===== src/rtl/e203_itcm_pkg.sv =====
// ---------------------------------------------------------------------------
// e203_itcm_pkg
//   Shared constants and types for the ITCM narrow-to-wide ICB adapter.
//   ITCM_DW        : ITCM data width (64)
//   ICB_NARROW_DW  : requester-side ICB data width (32)
//   LANE_SEL_BIT   : byte-address bit that picks the 32-bit half of a 64-bit word
//   lane_t         : which half (lower/upper) a narrow access maps to
// ---------------------------------------------------------------------------
package e203_itcm_pkg;

    localparam int ITCM_DW       = 64;
    localparam int ICB_NARROW_DW = 32;
    localparam int NARROW_MW     = ICB_NARROW_DW / 8;
    localparam int ITCM_MW       = ITCM_DW / 8;
    localparam int LANE_SEL_BIT  = 2;

    typedef enum logic {
        LANE_LO = 1'b0,
        LANE_HI = 1'b1
    } lane_t;

    // Place a narrow byte mask into the selected half of the wide mask.
    function automatic logic [ITCM_MW-1:0] steer_mask(input lane_t lane,
                                                      input logic [NARROW_MW-1:0] mask);
        logic [ITCM_MW-1:0] res;
        res = '0;
        if (lane == LANE_HI) begin
            res[ITCM_MW-1:NARROW_MW] = mask;
        end else begin
            res[NARROW_MW-1:0] = mask;
        end
        return res;
    endfunction

endpackage


===== src/rtl/e203_itcm_n2w_lane_fifo.sv =====
// ---------------------------------------------------------------------------
// e203_itcm_n2w_lane_fifo
//   In-order record of the lane of each outstanding command. Depth need not be
//   a power of two; pointers wrap explicitly at DEPTH-1.
//   Ports:
//     clk, rst    : clock, synchronous active-high reset (flushes contents)
//     push        : write push_lane at the tail (ignored when full)
//     push_lane   : lane of the command being accepted
//     pop         : drop the head entry (ignored when empty)
//     head_lane   : lane at the head; LANE_LO when empty
//     full, empty : occupancy flags
//     count       : number of stored entries
// ---------------------------------------------------------------------------
module e203_itcm_n2w_lane_fifo
    import e203_itcm_pkg::*;
#(
    parameter int DEPTH = 2
) (
    input  logic                           clk,
    input  logic                           rst,
    input  logic                           push,
    input  lane_t                          push_lane,
    input  logic                           pop,
    output lane_t                          head_lane,
    output logic                           full,
    output logic                           empty,
    output logic [$clog2(DEPTH+1)-1:0]     count
);

    localparam int PW = (DEPTH > 1) ? $clog2(DEPTH) : 1;
    localparam int CW = $clog2(DEPTH+1);

    lane_t           mem [DEPTH];
    logic [PW-1:0]   wr_ptr;
    logic [PW-1:0]   rd_ptr;
    logic            push_en;
    logic            pop_en;

    assign full    = (count == CW'(DEPTH));
    assign empty   = (count == '0);
    assign push_en = push & ~full;
    assign pop_en  = pop & ~empty;

    // An empty FIFO presents the lower lane so a stray response is harmless.
    assign head_lane = empty ? LANE_LO : mem[rd_ptr];

    always_ff @(posedge clk) begin
        if (push_en) begin
            mem[wr_ptr] <= push_lane;
        end
    end

    always_ff @(posedge clk) begin
        if (rst) begin
            wr_ptr <= '0;
            rd_ptr <= '0;
            count  <= '0;
        end else begin
            if (push_en) begin
                wr_ptr <= (wr_ptr == PW'(DEPTH-1)) ? '0 : wr_ptr + PW'(1);
            end
            if (pop_en) begin
                rd_ptr <= (rd_ptr == PW'(DEPTH-1)) ? '0 : rd_ptr + PW'(1);
            end
            unique case ({push_en, pop_en})
                2'b10:   count <= count + CW'(1);
                2'b01:   count <= count - CW'(1);
                default: count <= count;
            endcase
        end
    end

endmodule


===== src/rtl/e203_itcm_icb_n2w.sv =====
// ---------------------------------------------------------------------------
// e203_itcm_icb_n2w
//   Narrow (32-bit) to wide (64-bit) ICB adapter in front of the ITCM
//   controller. Write data is replicated to both halves and the byte mask is
//   steered by address bit 2; the lane of each outstanding command is queued
//   so the matching half of each wide read response is returned in order.
//   Ports:
//     clk, rst            : clock, synchronous active-high reset
//     n_icb_cmd_*         : narrow command channel (from requester)
//     n_icb_rsp_*         : narrow response channel (to requester)
//     w_icb_cmd_*         : wide command channel (to ITCM controller)
//     w_icb_rsp_*         : wide response channel (from ITCM controller)
//     n2w_idle            : high when no command is outstanding
// ---------------------------------------------------------------------------
module e203_itcm_icb_n2w
    import e203_itcm_pkg::*;
#(
    parameter int AW         = 16,
    parameter int OUTS_DEPTH = 2
) (
    input  logic                      clk,
    input  logic                      rst,

    input  logic                      n_icb_cmd_valid,
    output logic                      n_icb_cmd_ready,
    input  logic [AW-1:0]             n_icb_cmd_addr,
    input  logic                      n_icb_cmd_read,
    input  logic [ICB_NARROW_DW-1:0]  n_icb_cmd_wdata,
    input  logic [NARROW_MW-1:0]      n_icb_cmd_wmask,

    output logic                      n_icb_rsp_valid,
    input  logic                      n_icb_rsp_ready,
    output logic [ICB_NARROW_DW-1:0]  n_icb_rsp_rdata,
    output logic                      n_icb_rsp_err,

    output logic                      w_icb_cmd_valid,
    input  logic                      w_icb_cmd_ready,
    output logic [AW-1:0]             w_icb_cmd_addr,
    output logic                      w_icb_cmd_read,
    output logic [ITCM_DW-1:0]        w_icb_cmd_wdata,
    output logic [ITCM_MW-1:0]        w_icb_cmd_wmask,

    input  logic                      w_icb_rsp_valid,
    output logic                      w_icb_rsp_ready,
    input  logic [ITCM_DW-1:0]        w_icb_rsp_rdata,
    input  logic                      w_icb_rsp_err,

    output logic                      n2w_idle
);

    localparam int CW = $clog2(OUTS_DEPTH+1);

    lane_t           cmd_lane;
    lane_t           head_lane;
    logic            fifo_full;
    logic            fifo_empty;
    logic [CW-1:0]   fifo_count;
    logic            cmd_hs;
    logic            rsp_hs;

    assign cmd_lane = lane_t'(n_icb_cmd_addr[LANE_SEL_BIT]);

    // Command path
    assign w_icb_cmd_valid = n_icb_cmd_valid & ~fifo_full & ~rst;
    assign n_icb_cmd_ready = w_icb_cmd_ready & ~fifo_full & ~rst;
    assign w_icb_cmd_addr  = n_icb_cmd_addr;
    assign w_icb_cmd_read  = n_icb_cmd_read;
    assign w_icb_cmd_wdata = {n_icb_cmd_wdata, n_icb_cmd_wdata};
    assign w_icb_cmd_wmask = steer_mask(cmd_lane, n_icb_cmd_wmask);

    // Response path
    assign n_icb_rsp_valid = w_icb_rsp_valid & ~rst;
    assign w_icb_rsp_ready = n_icb_rsp_ready & ~rst;
    assign n_icb_rsp_rdata = (head_lane == LANE_HI) ? w_icb_rsp_rdata[ITCM_DW-1:ICB_NARROW_DW]
                                                    : w_icb_rsp_rdata[ICB_NARROW_DW-1:0];
    assign n_icb_rsp_err   = w_icb_rsp_err;

    assign cmd_hs = w_icb_cmd_valid & w_icb_cmd_ready;
    assign rsp_hs = n_icb_rsp_valid & n_icb_rsp_ready;

    assign n2w_idle = (fifo_count == '0);

    e203_itcm_n2w_lane_fifo #(
        .DEPTH (OUTS_DEPTH)
    ) u_lane_fifo (
        .clk       (clk),
        .rst       (rst),
        .push      (cmd_hs),
        .push_lane (cmd_lane),
        .pop       (rsp_hs),
        .head_lane (head_lane),
        .full      (fifo_full),
        .empty     (fifo_empty),
        .count     (fifo_count)
    );

    // A wide response with nothing outstanding breaks the ICB protocol.
    always_ff @(posedge clk) begin
        if (!rst) begin
            assert (!(w_icb_rsp_valid && fifo_empty));
        end
    end

endmodule


===== config.mk =====
export PLATFORM = sky130hd
export DESIGN_NAME = e203_itcm_icb_n2w
export DESIGN_NICKNAME = d
export VERILOG_FILES = /design/src/rtl/e203_itcm_pkg.sv /design/src/rtl/e203_itcm_n2w_lane_fifo.sv /design/src/rtl/e203_itcm_icb_n2w.sv
export SDC_FILE = /design/constraint.sdc
export NUM_CORES = 1
export LEC_CHECK = 0
export CAP_MARGIN = 40
export CORE_AREA = 4 4 94 96
export DETAILED_ROUTE_END_ITERATION = 10
export DIE_AREA = 0 0 98 100
export PLACE_DENSITY = 0.74
export SLEW_MARGIN = 20
export SYNTH_ARGS = -nofsm -noshare
export SYNTH_HDL_FRONTEND = slang
export SYNTH_SLANG_ARGS = --single-unit

===== constraint.sdc =====
create_clock -name clk -period 1.6 [get_ports clk]
set_input_delay 0.24 -clock clk [delete_from_list [all_inputs] [get_ports clk]]
set_output_delay 0.24 -clock clk [all_outputs]
set_load 0.05 [all_outputs]

==> flow_metrics.py, run 1 <==
metrics = {
    "clocking": {
        "clk_latency_ns": 0.23,
        "clkTransAtPathRegs_ns": 0.04,
        "htreeDepth": 1,
        "cts_made_buffers": 3,
        "cts.sinks": 7,
        "cts_hold_buf": 0,
        "tritoncts": "built",
        "cts.path.max_buffers": 2,
        "root_buffer": "clkbuf_8",
    },
    "logic_synthesis": {
        "synth.yosys.seq_area_share_pct": 11.3,
        "synth.distinct_cells": 25,
        "synth_nets": 285,
        "synth_cells": 160,
        "ys_ff_latch": 7,
        "avgSynthCellArea_um2": 8.83,
        "yosysWarnings": 0,
        "syn_area_um2": 1410,
    },
    "placement": {
        "io_buffers": 120,
        "placed_area_um2": 2280,
        "dpl.hpwl_um": 3890,
        "place_congestion": 0.711,
    },
    "grt": {
        "grt_pass1_wl_um": 6890,
        "grt_usage_pct": 8.71,
        "grt_pass1_vias": 1298,
        "antenna_found_initial": 0,
        "grt_max_degree": 30,
        "globalRoute.totalOverflow": 0,
    },
    "routing": {
        "ant_nets": 0,
        "drt_pre_antenna_iters": 4,
        "wirelength_um": 4580,
        "drc": 0,
        "post_drt_wl_per_cell_um": 14.6,
        "drt_iter0_markers": 9,
        "vias": 1186,
        "vias_per_cell": 3.79,
    },
    "timing": {
        "finalSetupViolations": 32,
        "fin_crit_ns": 1.82,
        "fmax_ghz": 0.551,
        "drv_slew": 0,
        "hold_viol_final": 0,
        "fin_ws_ns": -0.216,
        "fin_crit_sh_pct": 113,
        "worst_pin_slew_ns": 0.241,
        "skew_ns": 0.00238,
        "maxSlewHeadroom_pct": 83.9,
        "tns_ns": -5.95,
        "rsz0062_at_grt": "true",
    },
    "final_layout": {
        "layout_commonest_cell": "clkdlybuf4s50_1",
        "fillers": 832,
        "drive_gt1_share_pct": 49.0,
        "syn_to_final_growth_pct": 76.0,
        "num_antenna_cells": 0,
        "final_cell_mix": "72 x clkdlybuf4s50_1, 30 x buf_6, 29 x mux2_2",
        "design_area_um2": 2490,
        "final_nets": 334,
    },
    "pwr": {
        "ir_drop_mv": 0.469,
        "p_total_uw": 1360,
        "power_leakage_uw": 0.000995,
        "power_density_nw_per_um2": 547,
    },
    "die": {
        "die_w_um": 98,
        "core_area_um2": 8050,
        "start_util_pct": 17.5,
        "die-area_um2": 9800,
        "fp-row-count": 33,
        "ios": 251,
        "die_y_um": 100,
    },
    "worst_setup_path": {
        "crit_fanout": 3,
        "cp-end-kind": "primary output",
        "worst-setup-path-type": "reg -> out",
        "ff2ff_path_depth": 6,
        "r2r_setup_slack_ns": 0.03,
        "startpoint": "u_lane_fifo.mem[0]",
        "arrival_ns": 1.58,
        "r2r_end": "u_lane_fifo.count[1]",
        "cp.required_ns": 1.36,
        "critPathCapture": "n_icb_rsp_rdata[1]",
        "r2r_start": "u_lane_fifo.count[1]",
        "critPathLaunchType": "flip-flop",
    },
    "outcome": {
        "violations": "setup timing",
        "status": "finished with violations",
    },
    "run": {
        "cap_viol_max_count": 0,
    },
    "min_path": {
        "hold_path.class": "in -> reg",
    },
}
[report_power, final]
| part | internal [µW] | switching (µW) | total [µW] |
|---|---|---|---|
| Clock | 172 | 76.1 | 248 |
| Sequential | 191 | 7.61 | 198 |
| Combinational | 463 | 449 | 912 |
[stage by stage]
stage / hold slack (ns) / worst slack, ns / utilization (%) / cells
after global placement: 0.461 / -0.290 / 28.4 / 308
after detailed placement: 0.480 / -0.331 / 28.4 / 308
after CTS: 0.480 / -0.226 / 30.6 / 313
after floorplan: 0.339 / -0.0500 / - / 160
after global routing: 0.461 / -0.276 / 30.9 / 313
final: 0.434 / -0.216 / 30.9 / 313
[kinds of logic (layout without fill, tap and decap cells)]
family / count (synthesis) / in the layout / share of synthesized area [%]
buffers and inverters: 87 / 135 / 46.5
xor gates and xnor gates: 3 / 3 / 1.86
DFF: 7 / 7 / 11.3
and+or+nand+nor: 25 / 25 / 10.7
adders and majority gates: 1 / 1 / 0.886
AOI/OAI and AO/OA: 3 / 3 / 1.24
muxes: 34 / 34 / 27.5
[critical path: stages, from the launching register on]
cell and delay [ns]:
edfxtp_1 0.37, mux2i_2 0.22, nor2_4 0.06, buf_4 0.13
buf_6 0.11, mux2_4 0.30, buf_8 0.15
[synthesized netlist by cell type (all sizes together)]
| cell type | count | area share, % |
|---|---|---|
| mux2i | 2 | 1.4 |
| o21ai | 1 | 0.35 |
| and3b | 2 | 1.2 |
| clkbuf | 1 | 0.27 |
| a21oi | 1 | 0.35 |
| ha | 1 | 0.89 |
| nor2 | 8 | 2.8 |
| inv | 1 | 0.27 |
| and2 | 4 | 1.8 |
| buf | 85 | 46 |
| edfxtp | 2 | 4.3 |
| o211ai | 1 | 0.53 |
| nor2b | 6 | 2.7 |
| xor2 | 2 | 1.2 |
| or3 | 1 | 0.44 |
| nand2 | 1 | 0.27 |
| xnor2 | 1 | 0.62 |
| dfxtp | 5 | 7.1 |
| nand4b | 1 | 0.62 |
| nand2b | 2 | 0.89 |
| mux2 | 32 | 26 |
[layout make-up]
type / count / area (µm²) / share of cell area [%]
inverters: 1 / 3.75 / 0.151
multi-input cells: 66 / 644 / 25.9
well taps: 105 / 131 / 5.28
clock buffers: 4 / 45.0 / 1.81
flip-flops and latches: 7 / 166 / 6.69
repair buffers: 130 / 1500 / 60.1
[what timing repair did]
item,CTS,global route
endpoints found under the setup margin,33,33
endpoints found under the hold margin,0,0
buffers inserted,1,0
gates resized for setup,37,4
pin swaps,0,3
[worst min-delay path by stage]
stage,start,end,slack [ns],cells after the start
5_1_grt,n_icb_rsp_ready,u_lane_fifo.rd_ptr,0.46,4
3_5_place_dp,w_icb_rsp_err,n_icb_rsp_err,0.48,0
4_1_cts,w_icb_rsp_err,n_icb_rsp_err,0.48,0
2_1_floorplan,n_icb_cmd_addr[2],u_lane_fifo.mem[0],0.34,0
3_3_place_gp,u_lane_fifo.wr_ptr,u_lane_fifo.wr_ptr,0.46,1
6_report,n_icb_rsp_ready,u_lane_fifo.rd_ptr,0.43,4
[metal layers]
metal	part of all wire (%)	vias up	GRT usage (%)
met4	0.50	0	1.92
li1	-	538	-
met3	19	4	7.64
met2	45	132	13.2
met1	36	512	9.11
met5	0	-	0
No activity file was read; power rests on OpenSTA's default activity.
==> run 2, diff against run 1 <==
--- a/config.mk
+++ b/config.mk
@@ -6,10 +6,10 @@
 export NUM_CORES = 1
 export LEC_CHECK = 0
 export CAP_MARGIN = 40
-export CORE_AREA = 4 4 94 96
+export CORE_MARGIN = 8
+export CORE_UTILIZATION = 19
 export DETAILED_ROUTE_END_ITERATION = 10
-export DIE_AREA = 0 0 98 100
-export PLACE_DENSITY = 0.74
+export PLACE_DENSITY = 0.79
 export SLEW_MARGIN = 20
 export SYNTH_ARGS = -nofsm -noshare
 export SYNTH_HDL_FRONTEND = slang
==> flow_metrics.py, run 2 (same netlist as run 1, synthesis figures left out) <==
metrics = {
    "outcome": {
        "status": "finished with violations",
        "violations": "setup timing",
    },
    "timing": {
        "hold_viol_final": 0,
        "fin_crit_sh_pct": 115,
        "fin_ws_ns": -0.245,
        "maxSlewHeadroom_pct": 79.1,
        "finalSetupViolations": 33,
        "drv_slew": 0,
        "rsz0062_at_grt": "true",
        "fmax_ghz": 0.542,
        "skew_ns": 0.00338,
        "fin_crit_ns": 1.84,
        "worst_pin_slew_ns": 0.313,
        "tns_ns": -6.03,
    },
    "grt": {
        "grt_max_degree": 33,
        "grt_pass1_wl_um": 7360,
        "antenna_found_initial": 0,
        "globalRoute.totalOverflow": 0,
        "grt_pass1_vias": 1358,
        "grt_usage_pct": 9.01,
    },
    "worst_setup_path": {
        "arrival_ns": 1.60,
        "crit_fanout": 32,
        "worst-setup-path-type": "reg -> out",
        "critPathBufInv": 2,
        "crit_slowest_cell": "mux2_2",
        "worstPathCellList": "mux2i_2, nor2_4, buf_12, mux2_2, buf_4",
        "crit_family": "multiplexers",
        "critPathLaunchType": "flip-flop",
        "cp-end-kind": "primary output",
        "crit_path_max_incr_delay_ns": 0.38,
        "cp.required_ns": 1.36,
        "r2r_start": "u_lane_fifo.count[0]",
    },
    "clocking": {
        "post-cts-setup-buffer-count": 0,
        "cts.path.max_buffers": 2,
        "root_buffer": "clkbuf_8",
        "clkTransAtPathRegs_ns": 0.04,
        "tritoncts": "built",
        "cts_made_buffers": 3,
        "clk_latency_ns": 0.23,
        "htreeDepth": 1,
        "cts.sinks": 7,
    },
    "routing": {
        "drc": 0,
        "ant_nets": 0,
        "vias": 1186,
        "vias_per_cell": 3.85,
        "wirelength_um": 5100,
        "post_drt_wl_per_cell_um": 16.6,
        "drt_iter0_markers": 8,
        "drt_pre_antenna_iters": 3,
    },
    "placement": {
        "io_buffers": 120,
        "place_congestion": 0.766,
        "dp_cells": 304,
        "dpl.hpwl_um": 4340,
        "dp_slack_ns": -0.319,
    },
    "final_layout": {
        "syn_to_final_growth_pct": 73.6,
        "ff_latch_area_um2": 166,
        "final_cell_mix": "73 x clkdlybuf4s50_1, 29 x mux2_2, 28 x buf_6",
        "multi_input_comb_area_um2": 628,
        "drive_gt1_share_pct": 47.8,
        "layout_commonest_cell": "clkdlybuf4s50_1",
        "final_nets": 335,
        "fin_cells": 308,
        "fillers": 755,
        "num_antenna_cells": 0,
    },
    "pwr": {
        "power_density_nw_per_um2": 553,
        "power_leakage_uw": 0.000980,
        "ir_drop_mv": 0.339,
        "p_total_uw": 1360,
    },
    "die": {
        "die-area_um2": 10500,
        "fp-row-count": 31,
        "ios": 251,
        "start_util_pct": 19.6,
        "die_w_um": 102,
        "die_y_um": 102,
        "core_area_um2": 7210,
    },
    "min_path": {
        "hold_path.class": "in -> out",
        "hp-start": "n_icb_cmd_addr[7]",
    },
    "run": {
        "cap_viol_max_count": 0,
    },
}
-- run 2: final timing paths --
check	endpoint	slack, ns	depth (start not counted)
worst max-delay path	n_icb_rsp_rdata[3]	-0.24	5
worst min-delay path	w_icb_cmd_addr[7]	0.48	0
worst max register to register	u_lane_fifo.count[1]	-0.02	7
worst min register to register	u_lane_fifo.wr_ptr	0.50	1
-- run 2: per-layer routing --
layer  share of wire (%)  up-vias  GRT usage [%]
met4                0.73        0           2.48
met2                  45      122           14.1
met5                   0        -              0
met1                  33      520           8.77
li1                    -      538              -
met3                  21        6           7.56
-- run 2: layout make-up --
class / instances / share of cell area, %
repair buffers: 131 / 60.6
multi-input cells: 66 / 25.6
flip-flops and latches: 7 / 6.79
well taps: 99 / 5.05
clock buffers: 4 / 1.84
inverters: 1 / 0.153
-- run 2: stage by stage --
stage / hold WS (ns) / utilization [%] / cell area [µm²]
6_report: 0.480 / 34.0 / 2450
4_1_cts: 0.480 / 33.9 / 2440
3_3_place_gp: 0.463 / 31.8 / 2290
3_5_place_dp: 0.480 / 31.8 / 2290
5_1_grt: 0.480 / 34.0 / 2450
2_1_floorplan: 0.339 / - / 1450
-- run 2: report_power, final --
part | internal, µW | switching (µW)
Sequential | 191 | 7.11
Combinational | 458 | 449
Clock | 172 | 78.0
Total | 822 | 534
-- run 2: repair_timing --
| item | in CTS | in global routing |
|---|---|---|
| setup endpoints to repair | 33 | 33 |
| hold buffers | 0 | 0 |
| pin swaps | 0 | 2 |
| gates cloned | 0 | 0 |
| gates resized for setup | 30 | 3 |
==> run 3, diff against run 2 <==
--- a/config.mk
+++ b/config.mk
@@ -8,6 +8,7 @@
 export CAP_MARGIN = 40
 export CORE_MARGIN = 8
 export CORE_UTILIZATION = 19
+export CTS_BUF_LIST = sky130_fd_sc_hd__clkbuf_8
 export DETAILED_ROUTE_END_ITERATION = 10
 export PLACE_DENSITY = 0.79
 export SLEW_MARGIN = 20
==> flow_metrics.py, run 3 (same netlist as run 1, synthesis figures left out) <==
metrics = {
    "outcome": {
        "status": "finished with violations",
        "violations": "setup timing",
    },
    "timing": {
        "skew_ns": 0.00298,
        "fin_crit_ns": 1.84,
        "maxSlewHeadroom_pct": 79.1,
        "drv_slew": 0,
        "fin_ws_ns": -0.245,
        "fin_crit_sh_pct": 115,
        "fmax_ghz": 0.542,
        "worst_pin_slew_ns": 0.313,
        "tns_ns": -6.03,
        "hold_viol_final": 0,
        "finalSetupViolations": 33,
        "rsz0062_at_grt": "true",
    },
    "final_layout": {
        "final_cell_mix": "73 x clkdlybuf4s50_1, 29 x mux2_2, 28 x buf_6",
        "drive_gt1_share_pct": 47.8,
        "num_antenna_cells": 0,
        "final_nets": 335,
        "syn_to_final_growth_pct": 73.6,
        "layout_commonest_cell": "clkdlybuf4s50_1",
        "design_area_um2": 2450,
        "fillers": 755,
    },
    "min_path": {
        "hp-start": "n_icb_cmd_addr[7]",
        "hold_path.class": "in -> out",
    },
    "worst_setup_path": {
        "r2r_start": "u_lane_fifo.count[0]",
        "worst-setup-path-type": "reg -> out",
        "cp-end-kind": "primary output",
        "crit_fanout": 32,
        "cp.required_ns": 1.36,
        "arrival_ns": 1.60,
        "critPathLaunchType": "flip-flop",
    },
    "routing": {
        "vias_per_cell": 3.85,
        "wirelength_um": 5100,
        "drt_iter0_markers": 8,
        "post_drt_wl_per_cell_um": 16.6,
        "drt_pre_antenna_iters": 3,
        "ant_nets": 0,
        "vias": 1186,
        "drc": 0,
    },
    "grt": {
        "grt_pass1_wl_um": 7360,
        "grt_max_degree": 33,
        "antenna_found_initial": 0,
        "grt_pass1_vias": 1358,
        "globalRoute.totalOverflow": 0,
        "grt_usage_pct": 9.01,
    },
    "die": {
        "core_area_um2": 7210,
        "die_y_um": 102,
        "die-area_um2": 10500,
        "ios": 251,
        "die_w_um": 102,
        "fp-row-count": 31,
        "start_util_pct": 19.6,
    },
    "placement": {
        "placed_area_um2": 2290,
        "io_buffers": 120,
        "place_congestion": 0.766,
        "dpl.hpwl_um": 4340,
        "dp_slack_ns": -0.319,
    },
    "clocking": {
        "tritoncts": "built",
        "htreeDepth": 1,
        "clkTransAtPathRegs_ns": 0.04,
        "root_buffer": "clkbuf_8",
        "clk_latency_ns": 0.23,
        "cts_made_buffers": 3,
        "cts.sinks": 7,
        "cts.path.max_buffers": 2,
    },
    "pwr": {
        "intPower_uw": 816,
        "sequentialPowerShare_pct": 14.7,
        "pwr-share-clk_pct": 18.1,
        "p_comb_share_pct": 67.2,
        "ir_drop_mv": 0.339,
        "p_sw_share_pct": 39.6,
        "power_density_nw_per_um2": 551,
        "p_total_uw": 1350,
        "switching_power_uw": 535,
        "power_leakage_uw": 0.000985,
    },
    "run": {
        "cap_viol_max_count": 0,
    },
}
==> run 3: cell types whose count changed in the layout (fill, tap and decap cells not counted), sizes merged <==
| cell | before | now |
|---|---|---|
| clkbuf | 4 | 3 |
| inv | 1 | 2 |
==> run 3: area by class of cell <==
type	instances	area (µm²)	share of cell area (%)
timing repair buffer	131	1490	60.6
inverter	1	3.75	0.153
clock buffer	3	41.3	1.68
clock inverter	1	3.75	0.153
sequential	7	166	6.79
tap	99	124	5.05
multi-input combinational	66	628	25.6
==> run 3: stage by stage <==
stage / utilization [%] / cells / hold slack (ns)
floorplan: - / 160 / 0.339
global placement: 31.8 / 304 / 0.463
detailed placement: 31.8 / 304 / 0.480
CTS: 33.9 / 308 / 0.480
global route: 34.0 / 308 / 0.480
finish: 34.0 / 308 / 0.480
==> run 3: metal layers <==
| metal | vias up | GRT usage [%] | routed length, µm |
|---|---|---|---|
| met5 | - | 0 | 0 |
| li1 | 538 | - | - |
| met4 | 0 | 2.48 | 37 |
| met2 | 122 | 14.1 | 2270 |
| met3 | 6 | 7.56 | 1100 |
| met1 | 520 | 8.77 | 1700 |
==> run 3: worst paths after layout <==
check | endpoint | slack (ns) | cells past startpoint
setup / recovery | n_icb_rsp_rdata[3] | -0.24 | 5
setup reg to reg | u_lane_fifo.count[1] | -0.02 | 7
hold reg to reg | u_lane_fifo.wr_ptr | 0.50 | 1
hold / removal | w_icb_cmd_addr[7] | 0.48 | 0
==> run 3: critical path, cell delays in order, from the launching register on <==
cell     delay [ns]
dfxtp_2        0.31
mux2i_2        0.15
nor2_4         0.10
buf_12         0.20
mux2_2         0.38
buf_4          0.20
==> run 3: power groups by stage <==
stage                     Combinational (µW)  Clock, µW  Sequential [µW]
after CTS                                914        251              199
after detailed placement                 865          0              202
after floorplan                          992          0              201
after global routing                     947        260              200
final                                    907        244              198
after global placement                   857          0              201
==> run 3: what timing repair did <==
action	CTS	global route
pin swaps	0	2
buffers inserted	0	0
gates resized for setup	30	3
endpoints found under the setup margin	33	33
hold buffers	0	0
hold endpoints to repair	0	0
